### src/rtl/sbc_unit.sv
// sbc_unit: nibble-serial 6502 SBC (A + ~B + C) with C/V/N/Z flags.
// One operation walks IDLE/DONE -> LO -> HI -> ADJ -> DONE, three cycles
// from the accepted start edge to the done pulse.
// Optional NMOS-style BCD adjust is compiled in with `define SBC_DECIMAL_EN;
// without it the D input is captured but has no effect and S is the binary
// result. The flags always come from the binary result in either build.
module sbc_unit (
  input  logic       clk,
  input  logic       rst_n,
  input  logic       start,
  input  logic [7:0] A,
  input  logic [7:0] B,
  input  logic       Cin,
  input  logic       D,
  output logic [7:0] S,
  output logic       C,
  output logic       V,
  output logic       N,
  output logic       Z,
  output logic       busy,
  output logic       done
);

  typedef enum logic [2:0] {
    ST_IDLE,
    ST_LO,
    ST_HI,
    ST_ADJ,
    ST_DONE
  } state_t;

  state_t     r_state;

  // Operands captured at start acceptance
  logic [7:0] r_a;
  logic [7:0] r_b;
  logic       r_cin;
  logic       r_d;

  // Partial results from the two nibble steps
  logic [3:0] r_lo;
  logic       r_c4;
  logic [3:0] r_hi;
  logic       r_c8;

  // Registered outputs
  logic [7:0] r_s;
  logic       r_c;
  logic       r_v;
  logic       r_n;
  logic       r_z;
  logic       r_busy;
  logic       r_done;

  logic [4:0] w_lo_sum;
  logic [4:0] w_hi_sum;
  logic [7:0] w_r;
  logic [7:0] w_s_dec;
  logic [7:0] w_s_final;
  logic       w_dec_en;
  logic       w_v;

  // Nibble adders: the inverted subtrahend plus incoming carry gives subtraction
  assign w_lo_sum = {1'b0, r_a[3:0]} + {1'b0, ~r_b[3:0]} + {4'd0, r_cin};
  assign w_hi_sum = {1'b0, r_a[7:4]} + {1'b0, ~r_b[7:4]} + {4'd0, r_c4};

  assign w_r = {r_hi, r_lo};

  // Signed overflow: operand signs differ and result sign differs from A
  assign w_v = (r_a[7] ^ r_b[7]) & (r_a[7] ^ w_r[7]);

  // Per-nibble decimal correction; a nibble that borrowed drops by 6, no
  // borrow propagates between the nibbles
  assign w_s_dec[3:0] = r_c4 ? r_lo : (r_lo - 4'h6);
  assign w_s_dec[7:4] = r_c8 ? r_hi : (r_hi - 4'h6);

`ifdef SBC_DECIMAL_EN
  assign w_dec_en = r_d;
`else
  // Decimal support is compiled out; the captured D flag is masked off
  assign w_dec_en = r_d & 1'b0;
`endif

  assign w_s_final = w_dec_en ? w_s_dec : w_r;

  // Sequencer: captures operands, steps the nibble adders, publishes results
  // NOTE: every register here uses <= so all updates see pre-edge values;
  // a blocking assignment would let later lines read same-cycle results.
  always_ff @(posedge clk or negedge rst_n) begin
    if (!rst_n) begin
      r_state <= ST_IDLE;
      r_a     <= 8'h00;
      r_b     <= 8'h00;
      r_cin   <= 1'b0;
      r_d     <= 1'b0;
      r_lo    <= 4'h0;
      r_c4    <= 1'b0;
      r_hi    <= 4'h0;
      r_c8    <= 1'b0;
      r_s     <= 8'h00;
      r_c     <= 1'b0;
      r_v     <= 1'b0;
      r_n     <= 1'b0;
      r_z     <= 1'b0;
      r_busy  <= 1'b0;
      r_done  <= 1'b0;
    end else begin
      case (r_state)
        ST_IDLE, ST_DONE: begin
          r_done <= 1'b0;
          if (start) begin
            r_a     <= A;
            r_b     <= B;
            r_cin   <= Cin;
            r_d     <= D;
            r_busy  <= 1'b1;
            r_state <= ST_LO;
          end else begin
            r_busy  <= 1'b0;
            r_state <= ST_IDLE;
          end
        end
        ST_LO: begin
          {r_c4, r_lo} <= w_lo_sum;
          r_state      <= ST_HI;
        end
        ST_HI: begin
          {r_c8, r_hi} <= w_hi_sum;
          r_state      <= ST_ADJ;
        end
        ST_ADJ: begin
          r_s     <= w_s_final;
          r_c     <= r_c8;
          r_v     <= w_v;
          r_n     <= w_r[7];
          r_z     <= (w_r == 8'h00);
          r_busy  <= 1'b0;
          r_done  <= 1'b1;
          r_state <= ST_DONE;
        end
        default: begin
          r_busy  <= 1'b0;
          r_done  <= 1'b0;
          r_state <= ST_IDLE;
        end
      endcase
    end
  end

  assign S    = r_s;
  assign C    = r_c;
  assign V    = r_v;
  assign N    = r_n;
  assign Z    = r_z;
  assign busy = r_busy;
  assign done = r_done;

endmodule

### config.mk
export PLATFORM = sky130hd
export DESIGN_NAME = sbc_unit
export DESIGN_NICKNAME = d
export VERILOG_FILES = /design/src/rtl/sbc_unit.sv
export SDC_FILE = /design/constraint.sdc
export NUM_CORES = 1
export LEC_CHECK = 0
export CAP_MARGIN = 10
export CORE_MARGIN = 5
export CORE_UTILIZATION = 45
export CTS_CLUSTER_DIAMETER = 40
export DETAILED_ROUTE_END_ITERATION = 7
export PLACE_DENSITY = 0.7
export SETUP_SLACK_MARGIN = 0.5
export SKIP_CTS_REPAIR_TIMING = 1
export SYNTH_ARGS = -nofsm -noshare
export SYNTH_HDL_FRONTEND = slang
export SYNTH_SLANG_ARGS = --single-unit
### constraint.sdc
create_clock -name clk -period 2.2 [get_ports clk]
set_clock_uncertainty 0.2 [all_clocks]
set_input_delay 0.44 -clock clk [delete_from_list [all_inputs] [get_ports clk]]
set_output_delay 0.44 -clock clk [all_outputs]
set_load 0.005 [all_outputs]
==> metrics.md, run 1 <==
| Metric | Value |
|---|---|
| Synthesis-to-finish area growth | `34.0%` |
| Dominant combinational cell family by area after synthesis | `simple AND/OR/NAND/NOR gates` |
| Worst slew pin tran | `between 0.5 and 0.6 ns` |
| Largest area contributor in the synthesized netlist | `dfrtp_1` |
| Fraction of layout instances using a drive strength above 1 | `~24%` |
| Synth Area in XOR/XNOR | `1.37%` |
| CTS buffer count | `5` |
| Die boundary width | `between 70 and 80 microns` |
| Required time at the worst-slack endpoint | `between 2 and 2.5 ns` |
| Class of the most critical hold timing path | `in2async` |
| Sequential-to-total area share from yosys stat | `56.3%` |
| Average cell area after synthesis | `11.5 sq um` |
| GRT met1 Usage | `between 10% and 20%` |
| Post-Syn Area | `around 1900 sq um` |
| Initial antenna violation count | `0` |
| Routability Congestion | `0.825` |
| Post-Synth Simple-Gate Area | `11.6%` |
| Setup TNS Final | `0 ns` |
| Largest net degree at the start of global routing | `44` |
| Via count of the first global-routing pass | `roughly 1300` |
| Number of synthesized flops with an enable pin | `0` |
| Most frequent cell after synthesis | `dfrtp_1` |
| Period utilisation layout | `81.8%` |
| Final-stage net count | `246` |
| Detail Placement HPWL | `about 2.6 mm` |
| Maximum buffer depth of the clock tree | `2` |
| Via density | `around 5.2` |
| DRC violation count after routing | `0` |
| Input/output buffers | `33` |
| Total GRT Usage | `approximately 15%` |
| Main area contributors after synthesis | `dfrtp_1 (56%), mux2_2 (9.4%), nand2_1 (5.5%)` |
| Die Span Y | `~75 microns` |
| Most used flip-flop cell after synthesis | `dfrtp_1` |
| Final min period | `1.80 ns` |
| Met2 track demand over resource in global routing | `about a quarter` |
| Total Power | `around 3.8 mW` |
| Element type at the critical path start | `register` |
| Number of nets produced by synthesis | `197` |
| Detailed-route wire length per cell | `15.5 microns` |
| Setup repair after global routing missed its margin | `true` |
| Total placed cells including tap cells | `approximately 240` |
| Mux contribution to synthesized area | `9.42%` |
| Gate Count Post-Synth | `166` |
| Post-Layout Inst Area | `between 2000 and 3000 sq um` |
| CP max FO | `2` |
| Number of rows in the core area | `23` |
| List of most frequent post-synthesis cells | `dfrtp_1 (43), nand2_1 (28), o21ai_0 (18)` |
| Max-capacitance violation count | `0` |
| Final antenna-violating net count | `0` |
| Htree depth | `2` |
| Worst-case vdd ir drop | `between 0.6 and 0.7 mV` |
| CTS clock-pin slew for the worst setup and hold paths | `about 0.07 ns` |
| Clock tree root buffer cell | `clkbuf_8` |
| Diodes inserted | `0` |
| Final setup violation count | `0` |
| Total vias in the final route | `1373` |
| Final hold vios | `0` |
| Highest Clock Rate | `around 560 MHz` |
| Placed instance area | `between 2000 and 2500 sq um` |
| Adder and majority gate portion of the synthesized area | `8.12%` |
| Crit path kind | `reg2reg` |
| Endpoint kind of the worst setup timing path | `register` |
| Arr. time, crit path | `1.76 ns` |
| Leakage power total | `1.32 nW` |
| Drt first pass iters | `5` |
| Power Dens Cells | `roughly 1500 nW/um^2` |
| Final non-filler cell total | `about 260` |
| Die area | `between 5000 and 6000 sq um` |
| GRT busiest layer | `met2` |
| IO Pins | `35` |
| Async SR Flop Fraction | `100%` |
| Total number of clock tree sinks | `43` |
| Post-synth top area share | `a little under three fifths` |
| Clock tree from TritonCTS | `done` |
| Slew HR | `64.0%` |
| Effective utilization at floorplan | `a little under half` |
| Number of library cell types mapped by synthesis | `26` |
| Number of violations reported at the end of detailed-routing iteration 0 | `66` |
| Routed WL | `slightly above 4 mm` |
| Wire length of the first global-routing pass | `just over 6 mm` |
| Global routing met3 resource utilization | `under 10%` |
| Clock latency reported for the late side of the worst-skew pair | `approximately 0.29 ns` |
| Synth warnings | `0` |
| Outcome | `finished clean` |
| Post-synthesis sequential element count | `43` |
| Count of pins over their slew limit | `0` |
| Total grt overflow | `0` |
| Core region area | `roughly 4000 sq um` |
| Synthesized-area fraction occupied by ao, oa, aoi and oai cells | `about 8%` |
-- power by group --
part / internal [mW] / switching (mW) / total (mW)
clock: 0.212 / 0.239 / 0.451
combinational: 1.03 / 0.860 / 1.89
sequential: 1.18 / 0.278 / 1.46
total: 2.43 / 1.38 / 3.81
-- placed cells by master, fill, tap and decap left out, types with 2 or more instances in the layout --
master           count
buf_4               11
a21oi_1              4
inv_1                8
buf_12               2
inv_2                5
nand4_1              2
fa_2                 4
clkdlybuf4s50_1     17
nand3_1              3
dlymetal6s2s_1      15
o21ai_1              5
o21ai_0             13
mux2_2              16
dfrtp_1             41
clkbuf_8             5
nand3b_1             2
nor3b_1              2
or3b_1               2
nand2_1             28
a211o_1              2
a21o_1               2
nor2_1               2
nor4_1               2
ha_1                 6
dfrtp_2              2
-- sequential cells by signal, summed over array words and instances, names as in the netlist --
register	count
C	1
S	8
V	1
Z	1
busy	1
done	1
r_a	8
r_b	8
r_c4	1
r_c8	1
r_cin	1
r_hi	4
r_lo	4
r_state	3
-- area by class of cell --
class	instances	area [sq um]
Multi-Input combinational cell	103	771
Fill cell	331	1500
Tap cell	50	62.6
Clock buffer	6	72.6
Timing Repair Buffer	49	529
Inverter	13	48.8
Sequential cell	43	1080
-- stage by stage --
stage | worst slack [ns] | hold WS [ns] | util (%)
6_report | 0.401 | 0.0144 | 63.2
5_1_grt | 0.310 | 0.0560 | 63.2
4_1_cts | 0.331 | 0.0269 | 58.1
3_5_place_dp | 0.120 | 0.273 | 56.3
3_3_place_gp | 0.179 | 0.261 | 56.3
2_1_floorplan | 0.507 | -0.0556 | -
-- path summary, 6_finish.rpt --
check                      depth (start not counted)                    to         startpoint  slack (ns)
hold reg to reg                                    2         Z$_DFFE_PN0P_      Z$_DFFE_PN0P_        0.28
max in group asynchronous                          2  r_state[0]$_DFF_PN0_              rst_n        1.38
setup / recovery                                   7      r_c4$_DFFE_PN0P_  r_cin$_DFFE_PN0P_        0.40
setup reg to reg                                   7      r_c4$_DFFE_PN0P_  r_cin$_DFFE_PN0P_        0.40
min in group clk                                   2         Z$_DFFE_PN0P_      Z$_DFFE_PN0P_        0.28
hold / removal                                     2      S[2]$_DFFE_PN0P_              rst_n        0.01
-- critical path, cell delays in order (launching register included) --
cell and delay, ns:
dfrtp_1 0.37, inv_2 0.08, fa_2 0.23, inv_2 0.05, fa_2 0.37, a21o_1 0.20, a21oi_2 0.11, o21ai_1 0.06
-- metal layers --
layer | vias to the layer above | share of wire [%]
met2 | 51 | 51
met5 | - | 0
met1 | 659 | 40
li1 | 653 | -
met3 | 10 | 6.9
met4 | 0 | 1.9
-- cells by family (layout without fill, tap and decap cells) --
group                    after synthesis  in the layout
AO/OA/AOI/OAI                         28             28
XOR/XNOR                               3              3
adder cells (fa/ha/maj)               10             10
buffers and inverters                 20             68
flip-flops                            43             43
multiplexers                          16             16
AND/OR/NAND/NOR                       46             46
Power figures use the tool's default switching activity.
==> run 2, diff against run 1 <==
==> constraint.sdc (replaced) <==
create_clock -name clk -period 1.7 [get_ports clk]
set_clock_uncertainty 0.2 [all_clocks]
set_input_delay 0.34 -clock clk [delete_from_list [all_inputs] [get_ports clk]]
set_output_delay 0.34 -clock clk [all_outputs]
set_load 0.005 [all_outputs]
==> run 2 against run 1 <==
  * The run now ends with negative setup slack left
  * Clock-buffer cell count is 1 lower
  * First-iteration DRC count is 33% higher
  * Combinational power is 62% higher
  * Critical path depth stayed put
  * Via count is 4.3% higher
  * Wire length is 8.9% higher
  * Sequential share of layout area is 4.2 points lower
  * Total power is 56% higher
  * Largest power group unchanged
  * Highest routed layer unchanged
==> metrics.md, run 2 (same netlist as run 1, synthesis figures left out) <==
| Metric | Value |
|---|---|
| IO Pins | `35 (unchanged)` |
| Max-capacitance violation count | `0 (unchanged)` |
| Wire length of the first global-routing pass | `6.62 mm (was 6.17 mm)` |
| Core region area | `4060 sq um (unchanged)` |
| CTS buffer count | `5 (unchanged)` |
| Input/output buffers | `33 (unchanged)` |
| Endpoint kind of the worst setup timing path | `register (unchanged)` |
| Final non-filler cell total | `273 (was 264)` |
| Worst-case vdd ir drop | `1.06 mV (was 0.656 mV)` |
| Detailed-route wire length per cell | `16.3 microns (was 15.5 microns)` |
| Synthesis-to-finish area growth | `49.0% (was 34.0%)` |
| Drt first pass iters | `4 (was 5)` |
| Clock tree root buffer cell | `clkbuf_8 (unchanged)` |
| Crit path kind | `reg2reg (unchanged)` |
| Violated checks | `negative setup slack` |
| Setup repair after global routing missed its margin | `true (unchanged)` |
| Most common cell after layout, fill and taps aside | `dfrtp_1 (unchanged)` |
| Total Power | `5.95 mW (was 3.81 mW)` |
| Largest net degree at the start of global routing | `44 (unchanged)` |
| Amount of wire on met3 after detailed routing | `251 microns (was 281 microns)` |
| Total placed cells including tap cells | `250 (was 244)` |
| Via density | `5.25 (was 5.20)` |
| Number of rows in the core area | `23 (unchanged)` |
| Outcome | `finished with violations (was finished clean)` |
| Element type at the critical path start | `register (unchanged)` |
| Diodes inserted | `0 (unchanged)` |
| Cells on Worst Hold Path | `1` |
| Total number of clock tree sinks | `43 (unchanged)` |
| Worst slew pin tran | `0.320 ns (was 0.540 ns)` |
| Total grt overflow | `0 (unchanged)` |
| Final hold vios | `0 (unchanged)` |
| Htree depth | `2 (unchanged)` |
| Total vias in the final route | `1432 (was 1373)` |
| Leakage power total | `1.37 nW (was 1.32 nW)` |
| Power Dens Cells | `2090 nW/um^2 (was 1490 nW/um^2)` |
| Via count of the first global-routing pass | `1435 (was 1339)` |
| Commonest cells after routing, fill and taps aside | `dfrtp_1 (40), clkdlybuf4s50_1 (18), mux2_4 (16) (was dfrtp_1 (41), nand2_1 (28), clkdlybuf4s50_1 (17))` |
| Final antenna-violating net count | `0 (unchanged)` |
| Maximum buffer depth of the clock tree | `2 (unchanged)` |
| Die boundary width | `75.2 microns (unchanged)` |
| Final min period | `1.77 ns (was 1.80 ns)` |
| Highest Clock Rate | `564 MHz (was 556 MHz)` |
| WHS | `0.310 ns (was 0.0144 ns)` |
| Fraction of layout instances using a drive strength above 1 | `46.6% (was 24.3%)` |
| Register-to-Register Path Depth | `7 (unchanged)` |
| Setup TNS Final | `-0.128 ns (was 0 ns)` |
| Initial antenna violation count | `0 (unchanged)` |
| Routability Congestion | `0.825 (about the same)` |
| Final core area utilization | `70.2% (was 63.2%)` |
| Total GRT Usage | `16.0% (was 14.5%)` |
| CTS clock-pin slew for the worst setup and hold paths | `0.09 ns (was 0.07 ns)` |
| Final-stage net count | `253 (was 246)` |
| Class of the most critical hold timing path | `reg2reg (was in2async)` |
| Required time at the worst-slack endpoint | `1.69 ns (was 2.16 ns)` |
| Slew HR | `78.6% (was 64.0%)` |
| Highest routing layer actually used | `met4 (unchanged)` |
| Period utilisation layout | `104% (was 81.8%)` |
| CP max FO | `2 (unchanged)` |
| Setup slack after layout | `-0.0733 ns (was 0.401 ns)` |
| Die Span Y | `75.2 microns (unchanged)` |
| Clock latency reported for the late side of the worst-skew pair | `0.30 ns (was 0.29 ns)` |
| Detail Placement HPWL | `2.85 mm (was 2.61 mm)` |
| DRC violation count after routing | `0 (unchanged)` |
| Die area | `5650 sq um (unchanged)` |
| Routed length on met2 | `2.39 mm (was 2.08 mm)` |
| Clock tree from TritonCTS | `done (unchanged)` |
| Number of violations reported at the end of detailed-routing iteration 0 | `88 (was 66)` |
| Effective utilization at floorplan | `47.1% (unchanged)` |
| Wl on met1 | `1.72 mm (was 1.66 mm)` |
| Count of pins over their slew limit | `0 (unchanged)` |
| Final setup violation count | `4 (was 0)` |
| Routed WL | `4.46 mm (was 4.10 mm)` |
| Arr. time, crit path | `1.76 ns (about the same)` |
==> run 2: changes by cell type in the layout (fill, tap and decap cells not counted), moves of 8 or more <==
cell            before  now
o21ai_2              0    8
clkbuf_2             0    9
nand2_1             28   15
dlymetal6s2s_1      15    2
o21ai_0             13    2
mux2_2              16    0
mux2_4               0   16
==> run 2: metrics by stage <==
step	instance area (sq um)	worst slack, ns
after floorplan	1970	0.0559
after global placement	2380	-0.117
after detailed placement	2380	-0.137
after CTS	2520	-0.100
after global routing	2850	-0.115
final	2850	-0.0733
==> run 2: routing by layer <==
layer  vias up  global-route usage (%)
met1       708                    18.8
li1        673                       -
met5         -                       0
met3        10                    5.87
met2        41                    27.3
met4         0                    5.24
==> run 2: cell type report <==
type	instances	area, sq um
inverter	13	48.8
clock buffer	5	68.8
timing repair buffer	54	513
clock inverter	3	67.6
sequential	43	1080
multi-input combinational	105	1010
tap	50	62.6
fill	274	1210
==> run 2: worst max-delay path: stages, from the launching register on <==
cell	delay [ns]
dfrtp_1	0.38
inv_2	0.08
fa_2	0.23
inv_2	0.05
fa_2	0.36
a21o_1	0.17
a21oi_2	0.13
o21ai_1	0.07
==> run 2: final timing paths <==
check                                        to         startpoint  slack (ns)
max                            r_c4$_DFFE_PN0P_  r_cin$_DFFE_PN0P_       -0.07
min in group asynchronous  r_state[2]$_DFF_PN0_              rst_n        0.34
min reg2reg                    S[5]$_DFFE_PN0P_   S[5]$_DFFE_PN0P_        0.31
max in group asynchronous  r_state[0]$_DFF_PN0_              rst_n        0.75
max reg2reg                    r_c4$_DFFE_PN0P_  r_cin$_DFFE_PN0P_       -0.07
min                            S[5]$_DFFE_PN0P_   S[5]$_DFFE_PN0P_        0.31
==> run 2: where the power goes <==
part           switching [mW]  internal [mW]
logic                    1.38           1.68
registers               0.410           1.53
clock network           0.356          0.586
total                    2.14           3.80
